**config.mk**
```make
export PLATFORM = sky130hd
export DESIGN_NAME = exe_wb_stage
export DESIGN_NICKNAME = d
export VERILOG_FILES = /design/src/rtl/exe_wb_stage_pkg.sv /design/src/rtl/exe_wb_stage_wb_fifo2.sv /design/src/rtl/exe_wb_stage.sv
export SDC_FILE = /design/constraint.sdc
export NUM_CORES = 1
export LEC_CHECK = 0
export ABC_CLOCK_PERIOD_IN_PS = 5300
export CORE_ASPECT_RATIO = 0.7
export CORE_MARGIN = 3
export CORE_UTILIZATION = 35
export CTS_BUF_LIST = sky130_fd_sc_hd__clkbuf_2 sky130_fd_sc_hd__clkbuf_4 sky130_fd_sc_hd__clkbuf_8
export DETAILED_ROUTE_END_ITERATION = 10
export SETUP_SLACK_MARGIN = 0.15
export SYNTH_ARGS = -nofsm -noshare
export SYNTH_HDL_FRONTEND = slang
export SYNTH_SLANG_ARGS = --single-unit
```
**constraint.sdc**
```tcl
create_clock -name clk -period 5.3 [get_ports clk]
set_clock_uncertainty 0.15 [all_clocks]
set_input_delay 1.06 -clock clk [delete_from_list [all_inputs] [get_ports clk]]
set_output_delay 1.06 -clock clk [all_outputs]
set_load 0.03 [all_outputs]
```
**src/rtl/exe_wb_stage_pkg.sv**
```systemverilog
// Shared widths, opcode classes and the write-class decode for the EXE drain stage.
package exe_wb_stage_pkg;
    localparam int DSIZE_D = 32;
    localparam int ASIZE_D = 5;

    localparam logic [1:0] OPC_RTYPE  = 2'b00;
    localparam logic [1:0] OPC_ITYPE  = 2'b01;
    localparam logic [1:0] OPC_STORE  = 2'b10;
    localparam logic [1:0] OPC_BRANCH = 2'b11;

    // Takes the class field exe_op[5:4]; only R/I-type results touch the register file.
    function automatic logic is_writing(input logic [1:0] opc);
        return (opc == OPC_RTYPE) || (opc == OPC_ITYPE);
    endfunction
endpackage

```
**src/rtl/exe_wb_stage_wb_fifo2.sv**
```systemverilog
// Two-entry {waddr,wdata} FIFO with 1-bit wrapping pointers and raw entry peek for forwarding.
module wb_fifo2 #(
    parameter int DW = 32,
    parameter int AW = 5
) (
    input  logic                  clk,
    input  logic                  rst_n,
    input  logic                  i_push,
    input  logic [AW-1:0]         i_waddr,
    input  logic [DW-1:0]         i_wdata,
    input  logic                  i_pop,
    output logic [1:0]            o_count,
    output logic                  o_rd_ptr,
    output logic                  o_wr_ptr,
    output logic [AW-1:0]         o_head_waddr,
    output logic [DW-1:0]         o_head_wdata,
    output logic [1:0][AW-1:0]    o_waddr,
    output logic [1:0][DW-1:0]    o_wdata
);
    logic [1:0][AW-1:0] r_waddr;
    logic [1:0][DW-1:0] r_wdata;
    logic [1:0]         r_count;
    logic               r_rd_ptr, r_wr_ptr;
    logic               w_push, w_pop;

    assign w_push = i_push && (r_count != 2'd2);
    assign w_pop  = i_pop  && (r_count != 2'd0);

    always_ff @(posedge clk or negedge rst_n) begin
        if (!rst_n) begin
            r_waddr  <= '0;
            r_wdata  <= '0;
            r_count  <= 2'd0;
            r_rd_ptr <= 1'b0;
            r_wr_ptr <= 1'b0;
        end else begin
            if (w_push) begin
                r_waddr[r_wr_ptr] <= i_waddr;
                r_wdata[r_wr_ptr] <= i_wdata;
                r_wr_ptr          <= ~r_wr_ptr;
            end
            if (w_pop) r_rd_ptr <= ~r_rd_ptr;
            case ({w_push, w_pop})
                2'b10:   r_count <= r_count + 2'd1;
                2'b01:   r_count <= r_count - 2'd1;
                default: r_count <= r_count;
            endcase
        end
    end

    assign o_count      = r_count;
    assign o_rd_ptr     = r_rd_ptr;
    assign o_wr_ptr     = r_wr_ptr;
    assign o_head_waddr = r_waddr[r_rd_ptr];
    assign o_head_wdata = r_wdata[r_rd_ptr];
    assign o_waddr      = r_waddr;
    assign o_wdata      = r_wdata;
endmodule

```
**src/rtl/exe_wb_stage.sv**
```systemverilog
// EXE drain: accepts results, queues register-file writes, forwards pending writes to ID.
module exe_wb_stage
    import exe_wb_stage_pkg::*;
#(
    parameter int DSIZE = DSIZE_D,
    parameter int ASIZE = ASIZE_D,
    parameter int CNTW  = 16
) (
    input  logic             clk,
    input  logic             rst,
    input  logic             exe_valid,
    output logic             exe_ready,
    input  logic [DSIZE-1:0] exe_result,
    input  logic [ASIZE-1:0] exe_waddr,
    input  logic [5:0]       exe_op,
    output logic             wb_wen,
    input  logic             wb_ready,
    output logic [ASIZE-1:0] wb_waddr,
    output logic [DSIZE-1:0] wb_wdata,
    input  logic [ASIZE-1:0] rs_a,
    input  logic [ASIZE-1:0] rs_b,
    output logic             fwd_a_hit,
    output logic [DSIZE-1:0] fwd_a_data,
    output logic             fwd_b_hit,
    output logic [DSIZE-1:0] fwd_b_data,
    output logic [CNTW-1:0]  retired_cnt
);
    logic [1:0]            w_count;
    logic                  w_rd_ptr, w_wr_ptr;
    logic [ASIZE-1:0]      w_head_waddr;
    logic [DSIZE-1:0]      w_head_wdata;
    logic [1:0][ASIZE-1:0] w_ent_waddr;
    logic [1:0][DSIZE-1:0] w_ent_wdata;
    logic                  w_accept, w_push, w_pop;
    logic                  w_unused_op;
    logic [CNTW-1:0]       r_retired;

    assign w_unused_op = ^exe_op[3:0];

    // Ready depends only on registered occupancy, never on wb_ready.
    assign exe_ready = rst && (w_count != 2'd2);
    assign w_accept  = exe_valid && exe_ready;
    assign w_push    = w_accept && is_writing(exe_op[5:4]) && (exe_waddr != '0);
    assign wb_wen    = (w_count != 2'd0);
    assign w_pop     = wb_wen && wb_ready;
    assign wb_waddr  = wb_wen ? w_head_waddr : '0;
    assign wb_wdata  = wb_wen ? w_head_wdata : '0;

    wb_fifo2 #(.DW(DSIZE), .AW(ASIZE)) u_fifo (
        .clk          (clk),
        .rst_n        (rst),
        .i_push       (w_push),
        .i_waddr      (exe_waddr),
        .i_wdata      (exe_result),
        .i_pop        (w_pop),
        .o_count      (w_count),
        .o_rd_ptr     (w_rd_ptr),
        .o_wr_ptr     (w_wr_ptr),
        .o_head_waddr (w_head_waddr),
        .o_head_wdata (w_head_wdata),
        .o_waddr      (w_ent_waddr),
        .o_wdata      (w_ent_wdata)
    );

    // Newest entry sits just behind the write pointer; it wins over the head when both match.
    function automatic logic [DSIZE:0] fwd_lookup(input logic [ASIZE-1:0] rs);
        logic [DSIZE:0] res;
        res = '0;
        if (rs != '0) begin
            if ((w_count != 2'd0) && (w_ent_waddr[~w_wr_ptr] == rs))
                res = {1'b1, w_ent_wdata[~w_wr_ptr]};
            else if ((w_count == 2'd2) && (w_ent_waddr[w_rd_ptr] == rs))
                res = {1'b1, w_ent_wdata[w_rd_ptr]};
        end
        return res;
    endfunction

    assign {fwd_a_hit, fwd_a_data} = fwd_lookup(rs_a);
    assign {fwd_b_hit, fwd_b_data} = fwd_lookup(rs_b);

    always_ff @(posedge clk or negedge rst) begin
        if (!rst)          r_retired <= '0;
        else if (w_accept) r_retired <= r_retired + 1'b1;
    end

    assign retired_cnt = r_retired;
endmodule

```
* Word-level counts from Yosys, hierarchy flattened
Cells that the tools add are included.
W data, S select, Z words.
** Word-level totals
- Bits in writable memories :: 0
- Word-level logic and storage cells :: 68
- Bits in registers :: 94
- Latch bits :: 0
- Memories kept :: 0
- ROM bits :: 0
** Operators by class
- Shift-type cells :: 0
- Order comparisons :: 4
- Eq/ne operators :: 9
- Reductions and logical operators :: 19
- Multiplexer cells :: 23
- Divide/modulo/power cells :: 0
- $mul :: 0
- Bitwise operators :: 2
- Add/subtract/negate cells :: 3
** Operators with widths (number)
- $mux W33 :: 6
- $mux W32 :: 6
- $bwmux W64 :: 1
- $demux W32 S1 :: 1
- $mux W5 :: 6
- $eq A5 B5 Y1 :: 4
- $add A16 B1 Y16 const B :: 1
- $reduce_bool A5 Y1 :: 3
- $logic_and A1 B1 Y1 :: 12
- $bwmux W10 :: 1
- $lt A1 B2 Y1 const B :: 3
- $demux W5 S1 :: 1
- $eq A2 B1 Y1 const B :: 2
- $eq A2 B2 Y1 const B :: 2
- $pmux W2 S2 :: 1
- $reduce_bool A2 Y1 :: 2
- $add A2 B1 Y2 const B :: 1
- $logic_not A2 Y1 :: 1
- $ne A2 B2 Y1 const B :: 1
- $not A1 Y1 :: 2
- $sub A2 B1 Y2 const B :: 1
- $ge A1 B1 Y1 const B :: 1
- $logic_or A1 B1 Y1 :: 1

* Depth between registers and ports, before layout
Gate-level depths: netlist of run 1.
- Word-level depth :: 8
- Depth in mapped cells :: 8
- Depth with buffers taken out :: 7

* By module
A second synthesis of run 1 with hierarchy kept.
** Unflattened totals
- Cell total of the unflattened synthesis :: 704
- Area, all modules :: 7410.9 µm²
** By module, submodules not included
- exe_wb_stage :: area an instance 3708.6 µm², cells each 491, instances 1
- wb_fifo2 :: area an instance 3702.3 µm², cells each 213, instances 1

* Worst setup path before layout of run 1
Ideal clock, no wire load.
- Path type :: input to output
- Start point :: in rs_a[3]
- End point :: out fwd_a_data[10]
- Slack :: 1666 ps
- Cell stages on the path :: 6
- Data arrival time :: 2424 ps
- Data required time :: 4090 ps
- Path buffers :: 1
- Cell sequence :: xnor2_1 -> nor4_2 -> and2_4 -> o22ai_4 -> buf_6 -> a21oi_1
** Between the ends
- Cells in the longest elaborated chain, start to end :: 5
- Elaborated cells between the ends (all ways) :: 8
- Those cells by class :: 2 x eq/ne; 3 x mux; 3 x reduce/logical
** Ends and longest elaborated chain
- start, declared :: line exe_wb_stage.sv:20 : input logic [ASIZE-1:0] rs_a,
- $eq A5 B5 Y1 :: line exe_wb_stage.sv:72 : else if ((w_count == 2'd2) && (w_ent_waddr[w_rd_ptr] == rs))
- $logic_and A1 B1 Y1 :: line exe_wb_stage.sv:72
- $mux W33 :: line exe_wb_stage.sv:72
- $mux W33 :: line exe_wb_stage.sv:70 : if ((w_count != 2'd0) && (w_ent_waddr[~w_wr_ptr] == rs))
- $mux W33 (*) :: line exe_wb_stage.sv:69 : if (rs != '0) begin
- end, declared :: line exe_wb_stage.sv:23 : output logic [DSIZE-1:0] fwd_a_data,
Mark *: on every way between the ends. The rest lies on a longest branch, timed or not.

* Final worst setup path of run 1
- Start point :: in rs_b[0]
- End point :: out fwd_b_data[7]
** Between the ends
- Cells in the longest elaborated chain, start to end :: 5
- Elaborated cells between the ends (all ways) :: 8
- Those cells by class :: 2 x eq/ne; 3 x mux; 3 x reduce/logical
** Ends and longest elaborated chain
- start, declared :: line exe_wb_stage.sv:21 : input logic [ASIZE-1:0] rs_b,
- $eq A5 B5 Y1 :: line exe_wb_stage.sv:72
- $logic_and A1 B1 Y1 :: line exe_wb_stage.sv:72
- $mux W33 :: line exe_wb_stage.sv:72
- $mux W33 :: line exe_wb_stage.sv:70
- $mux W33 (*) :: line exe_wb_stage.sv:69
- end, declared :: line exe_wb_stage.sv:25 : output logic [DSIZE-1:0] fwd_b_data,
Marked as above.

==> results.sh, run 1 <==
export IMPL_die_h_um=119
export IMPL_drcViolationCount=0
export IMPL_yosys_area_top_type="dfrtp_1"
export IMPL_place_area_um2=8250
export IMPL_initialDrtViolationCount=407
export IMPL_avgSynthCellArea_um2=9.45
export IMPL_combinationalPowerShare_pct=65.1
export IMPL_cts_tree="done"
export IMPL_p_int_uw=2650
export IMPL_place_congestion=0.825
export IMPL_first_pass_iters=5
export IMPL_synth_warnings=0
export IMPL_p_per_area_nw_per_um2=599
export IMPL_finish_instance_area_um2=8500
export IMPL_ant_nets=0
export IMPL_cts_max_path_buffers=2
export IMPL_synth_area_leaders="dfrtp_1, mux2_2, o21ai_0"
export IMPL_setup_viol=0
export IMPL_cts_buffers=9
export IMPL_grt_start_max_net_pins=68
export IMPL_reg2reg_depth=7
export IMPL_postCtsSetupBuffers=0
export IMPL_track_usage_pct=20.7
export IMPL_routedWlPerCell_um=20.4
export IMPL_grt_pass1_vias=6098
export IMPL_crit_path_start_kind="primary input"
export IMPL_yosys_register_bits=94
export IMPL_crit_type="in -> out"
export IMPL_ctsRootBufferMaster="clkbuf_8"
export IMPL_slew_violations=0
export IMPL_seqPwrFrac_pct=25.4
export IMPL_port_buffers=172
export IMPL_period_needed_ns=5.12
export IMPL_insertion_delay_ns=0.37
export IMPL_routed_via_density=5.41
export IMPL_multiInputGateArea_um2=3800
export IMPL_cts_sinks=94
export IMPL_grt_overflow_total=0
export IMPL_endpoint_kind="primary output"
export IMPL_period_share_pct=96.6
export IMPL_synthTopCellsByCount="o21ai_0, dfrtp_1, and2_1"
export IMPL_yosysSeqAreaShare_pct=36.6
export IMPL_hold_start="retired_cnt[15]$_DFFE_PN0N_"
export IMPL_outcome="finished clean"
export IMPL_reg2reg_to="u_fifo.o_count[1]$_DFFE_PN0P_"
export IMPL_min_to="retired_cnt[15]$_DFFE_PN0N_"
export IMPL_htreeDepth=3
export IMPL_hpwl_um=14000
export IMPL_syn_inst=681
export IMPL_worst_path_max_delay_cell="clkdlybuf4s50_1"
export IMPL_holdWs_ns=0.325
export IMPL_hold_viol_final=0
export IMPL_wirelength_um=21800
export IMPL_cp_cell_sequence="clkdlybuf4s50_1, xnor2_1, nor4_2, and2_4, buf_6, o21ai_0, a21oi_1, clkdlybuf4s50_1"
export IMPL_dr_wl_met3_um=1920
export IMPL_regArea_um2=2350
export IMPL_max_cap_violations=0
export IMPL_synth_edf_count=0
export IMPL_drt_met1_wl_um=9900
export IMPL_core_um2=17600
export IMPL_min_path_cells=1
export IMPL_met2_length_um=9720
export IMPL_layout_setup_ws_ns=0.178
export IMPL_crit_fanout=32
export IMPL_worstReg2RegStart="u_fifo.o_count[0]$_DFFE_PN0P_"
export IMPL_top_layer_used="met5"
export IMPL_synth_most_common_cell="o21ai_0"
export IMPL_slowest_delay_ns=0.72
export IMPL_cp_required_ns=4.09
export IMPL_netlist_area_leader_share_pct=36.6
export IMPL_cellLeakagePower_uw=0.00341
export IMPL_max_slew_margin_pct=26.6
export IMPL_grt_setup_unrepaired="yes"
export IMPL_layout_cells_non_filler=1070
export IMPL_swShare_pct=47.9
export IMPL_diodes=0
export IMPL_rrSetupSlack_ns=2.02
export IMPL_drive_above_1_share_pct=14.2
export IMPL_num_vias=5786
export IMPL_synthesis_area_um2=6430
export IMPL_boundaryPins=178
export IMPL_finalSetupTns_ns=0
export IMPL_cts_hold_buffers=0
export IMPL_fillers=1625
export IMPL_ir_drop_v=0.000329
export IMPL_yosysUniqueCellTypes=37
export IMPL_holdCritPathClass="reg -> reg"
export IMPL_dp_slack_ns=0.126
export IMPL_async_flop_share_pct=100
export IMPL_arrival_ns=3.91
export IMPL_switching_power_uw=2440
export IMPL_die_area_um2=20100
export IMPL_synth_main_ff_cell="dfrtp_1"
export IMPL_fmax_mhz=195
export IMPL_path_clk_slew_ns=0.11
export IMPL_dp_cells=1052
export IMPL_fin_nets=893
export IMPL_clkPwrFrac_pct=9.5
export IMPL_start_util_pct=36.6
export IMPL_grt_pass1_wl_um=33000
export IMPL_cpMostUsedCell="clkdlybuf4s50_1"
export IMPL_rows=40
export IMPL_areaGrowthSynthToFinish_pct=32.1
export IMPL_antenna_found_initial=1
export IMPL_worst_slew_pin_slew_ns=1.10
export IMPL_synthesis_nets=740
export IMPL_die_w_um=168
## worst max path at each step
stage	startpoint	to	slack (ns)
floorplan	rs_a[3]	fwd_a_data[10]	1.67
global route	rs_b[0]	fwd_b_data[7]	0.1
CTS	rs_b[1]	fwd_b_data[26]	0.15
finish	rs_b[0]	fwd_b_data[7]	0.18
detailed placement	rs_b[1]	fwd_b_data[26]	0.13
global placement	rs_b[1]	fwd_b_data[26]	0.15
## routing by layer
layer	vias up	track usage, %
met2	237	32.8
met1	2837	27.1
met3	28	7.23
met5	-	0
met4	2	5.16
li1	2682	-
## critical path: cells and delay by family
family / cells / cell delay [ns]
buf+inv: 3 / 1.72
compound gates: 2 / 0.39
xor+xnor: 1 / 0.14
simple gates: 2 / 0.57
## state kept, by name, indices dropped and copies added (netlist names)
name,flops
u_fifo.o_wdata,64
u_fifo.o_count,2
u_fifo.o_rd_ptr,1
u_fifo.o_waddr,10
u_fifo.o_wr_ptr,1
retired_cnt,16
## cells by family (layout without fill, tap and decap cells)
family / after synthesis / in the layout / share of synthesized area, %
buffers and inverters: 50 / 206 / 4.98
xor gates and xnor gates: 39 / 39 / 5.31
AOI/OAI and AO/OA: 227 / 229 / 19.7
muxes: 85 / 85 / 16.0
DFF: 94 / 94 / 36.6
and+or+nand+nor: 184 / 184 / 17.1
adders and majority gates: 2 / 2 / 0.389
## power groups by stage
stage | clock network, µW | logic (µW) | registers, µW
2_1_floorplan | 0 | 2260 | 1240
3_3_place_gp | 0 | 3200 | 1260
3_5_place_dp | 0 | 3270 | 1290
4_1_cts | 502 | 3290 | 1280
5_1_grt | 531 | 3560 | 1330
6_report | 482 | 3320 | 1290
## final cells by class
type | instances | share of cell area [%]
multi-input cells | 539 | 44.7
flip-flops and latches | 94 | 27.7
repair buffers | 185 | 21.8
well taps | 231 | 3.40
clock buffers | 9 | 1.46
clock inverters | 7 | 0.765
inverters | 5 | 0.221
## cell usage in the layout, fill, tap and decap left out, types with 3 or more instances in the layout
master	netlist	final
a21oi_1	62	62
and2_1	66	66
and3_1	4	4
buf_4	7	11
clkbuf_8	0	9
clkdlybuf4s50_1	0	165
dfrtp_1	94	92
dlymetal6s2s_1	0	6
inv_1	4	4
mux2_1	7	7
mux2_2	49	49
mux2_4	19	19
mux2i_1	7	7
mux2i_2	3	3
nand2_1	13	13
nand3_1	3	3
nand4_1	6	6
nor2_1	15	15
nor2b_1	64	64
o21a_1	32	32
o21ai_0	106	106
o21ai_1	22	22
or4_1	3	3
xnor2_1	24	24
xor2_1	15	15
## through the flow
stage | power [µW] | util, %
5_1_grt | 5430 | 48.4
2_1_floorplan | 3490 | -
4_1_cts | 5070 | 48.1
3_5_place_dp | 4560 | 47.0
6_report | 5090 | 48.4
3_3_place_gp | 4470 | 47.0
## what timing repair did
| item | CTS | global route |
|---|---|---|
| setup endpoints to repair | 12 | 21 |
| gates resized for setup | 0 | 10 |
| gates cloned | 0 | 2 |
| pin swaps | 2 | 2 |
Note: power is estimated with default switching activity, not from simulation.
==> run 2, diff against run 1 <==
--- a/config.mk
+++ b/config.mk
@@ -11,6 +11,7 @@
 export CORE_UTILIZATION = 35
 export CTS_BUF_LIST = sky130_fd_sc_hd__clkbuf_2 sky130_fd_sc_hd__clkbuf_4 sky130_fd_sc_hd__clkbuf_8
 export DETAILED_ROUTE_END_ITERATION = 10
+export DONT_BUFFER_PORTS = 1
 export SETUP_SLACK_MARGIN = 0.15
 export SYNTH_ARGS = -nofsm -noshare
 export SYNTH_HDL_FRONTEND = slang
==> results.sh, run 2 (synthesized netlist as in run 1, its figures left out) <==
export IMPL_first_pass_iters=4
export IMPL_p_int_uw=2150
export IMPL_hpwl_um=13000
export IMPL_cts_sinks=94
export IMPL_routedWlPerCell_um=21.9
export IMPL_ant_nets=0
export IMPL_largest_reg_flops=64
export IMPL_cp_cell_sequence="mux2i_1, xor2_1, nand4_1, nor3_1, o22ai_4, buf_4, a21oi_1"
export IMPL_max_cap_violations=0
export IMPL_worst_path_max_delay_cell="dfrtp_2"
export IMPL_slew_violations=0
export IMPL_routed_via_density=5.72
export IMPL_drive_above_1_share_pct=18.2
export IMPL_fmax_mhz=216
export IMPL_period_share_pct=87.3
export IMPL_grt_start_max_net_pins=97
export IMPL_cp_top_family="compound AO/OA/AOI/OAI gates"
export IMPL_finish_instance_area_um2=6800
export IMPL_antenna_found_initial=0
export IMPL_period_needed_ns=4.63
export IMPL_boundaryPins=178
export IMPL_grt_pass1_wl_um=31100
export IMPL_p_per_area_nw_per_um2=654
export IMPL_hold_viol_final=0
export IMPL_ctsResizeCount=0
export IMPL_cts_max_path_buffers=2
export IMPL_crit_type="reg -> out"
export IMPL_die_w_um=168
export IMPL_grt_overflow_total=0
export IMPL_die_area_um2=20100
export IMPL_wirelength_um=19800
export IMPL_htreeDepth=3
export IMPL_fin_util_pct=38.7
export IMPL_crit_path_start_kind="register"
export IMPL_insertion_delay_ns=0.37
export IMPL_combinationalPowerShare_pct=58.7
export IMPL_seqPwrFrac_pct=30.7
export IMPL_critPathBufInv=1
export IMPL_ctsRootBufferMaster="clkbuf_8"
export IMPL_fin_nets=728
export IMPL_outcome="finished clean"
export IMPL_cts_buffers=9
export IMPL_track_usage_pct=19.6
export IMPL_place_area_um2=6620
export IMPL_worst_slew_pin_slew_ns=1.23
export IMPL_swShare_pct=51.7
export IMPL_endpoint_kind="primary output"
export IMPL_grt_pass1_vias=5462
export IMPL_drcViolationCount=0
export IMPL_cp_required_ns=4.09
export IMPL_max_slew_margin_pct=18.3
export IMPL_postCtsSetupBuffers=0
export IMPL_multiInputGateArea_um2=3760
export IMPL_place_congestion=0.837
export IMPL_initialDrtViolationCount=289
export IMPL_diodes=0
export IMPL_switching_power_uw=2300
export IMPL_final_common_cell="o21ai_0"
export IMPL_path_clk_slew_ns=0.10
export IMPL_core_um2=17600
export IMPL_cts_hold_buffers=0
export IMPL_finalSetupTns_ns=0
export IMPL_fillers=1740
export IMPL_ir_drop_v=0.000240
export IMPL_num_vias=5181
export IMPL_die_h_um=119
export IMPL_slowest_delay_ns=0.71
export IMPL_crit_fanout=31
export IMPL_grt_setup_unrepaired="no"
export IMPL_cellLeakagePower_uw=0.00273
export IMPL_setup_viol=0
export IMPL_areaGrowthSynthToFinish_pct=5.70
export IMPL_regArea_um2=2350
export IMPL_rows=40
export IMPL_clkPwrFrac_pct=10.6
export IMPL_cts_tree="done"
export IMPL_port_buffers=0
export IMPL_arrival_ns=3.42
export IMPL_start_util_pct=36.6
export IMPL_holdCritPathClass="in -> async"
export IMPL_final_cell_mix="o21ai_0, dfrtp_1, and2_1"
-- run 2: path summary, 6_finish.rpt --
check | start | endpoint | slack (ns) | depth (start not counted)
min | rst | u_fifo.o_waddr[3]$_DFFE_PN0P_ | 0.22 | 0
min reg2reg | u_fifo.o_wdata[53]$_DFFE_PN0P_ | u_fifo.o_wdata[53]$_DFFE_PN0P_ | 0.37 | 1
min in group clk | u_fifo.o_wdata[53]$_DFFE_PN0P_ | u_fifo.o_wdata[53]$_DFFE_PN0P_ | 0.37 | 1
max in group asynchronous | rst | u_fifo.o_wdata[18]$_DFFE_PN0P_ | 4.62 | 0
max reg2reg | u_fifo.o_count[0]$_DFFE_PN0P_ | u_fifo.o_count[1]$_DFFE_PN0P_ | 2.08 | 7
max | u_fifo.o_rd_ptr$_DFFE_PN0P_ | fwd_b_data[14] | 0.67 | 7
-- run 2: through the flow --
| step | total power, µW | cells | hold slack (ns) | setup WS [ns] |
|---|---|---|---|---|
| 3_5_place_dp | 3980 | 889 | 0.344 | 1.02 |
| 3_3_place_gp | 3860 | 889 | 0.331 | 1.07 |
| 5_1_grt | 4770 | 905 | 0.170 | 0.466 |
| 4_1_cts | 4470 | 905 | 0.179 | 0.656 |
| 6_report | 4450 | 905 | 0.218 | 0.671 |
| 2_1_floorplan | 3490 | 681 | 0.321 | 1.67 |
-- run 2: cell type report --
type | count | share of cell area [%]
well taps | 231 | 4.25
flip-flops and latches | 94 | 34.6
inverters | 5 | 0.276
clock inverters | 7 | 0.920
clock buffers | 9 | 1.82
repair buffers | 22 | 2.80
multi-input cells | 537 | 55.3
-- run 2: worst register-to-register path, delay by kind of cell, from the launching register on --
kind,cells,cell delay (ns)
buffers and inverters,2,1.21
and+or+nand+nor,3,0.90
DFF,1,0.43
adders and majority gates,1,0.31
xor gates and xnor gates,1,0.15
-- run 2: layer usage --
| metal | vias to the layer above | GRT usage [%] | routed length (µm) |
|---|---|---|---|
| li1 | 2347 | - | - |
| met1 | 2583 | 25.3 | 8510 |
| met2 | 227 | 31.1 | 9120 |
| met3 | 24 | 6.67 | 1860 |
| met4 | 0 | 5.72 | 290 |
| met5 | - | 0 | 0 |
-- run 2: power by group through the flow --
stage | clock network (µW) | logic, µW | registers (µW)
global route | 530 | 2830 | 1410
global placement | 0 | 2520 | 1340
CTS | 501 | 2620 | 1360
detailed placement | 0 | 2610 | 1370
finish | 472 | 2610 | 1370
floorplan | 0 | 2260 | 1240
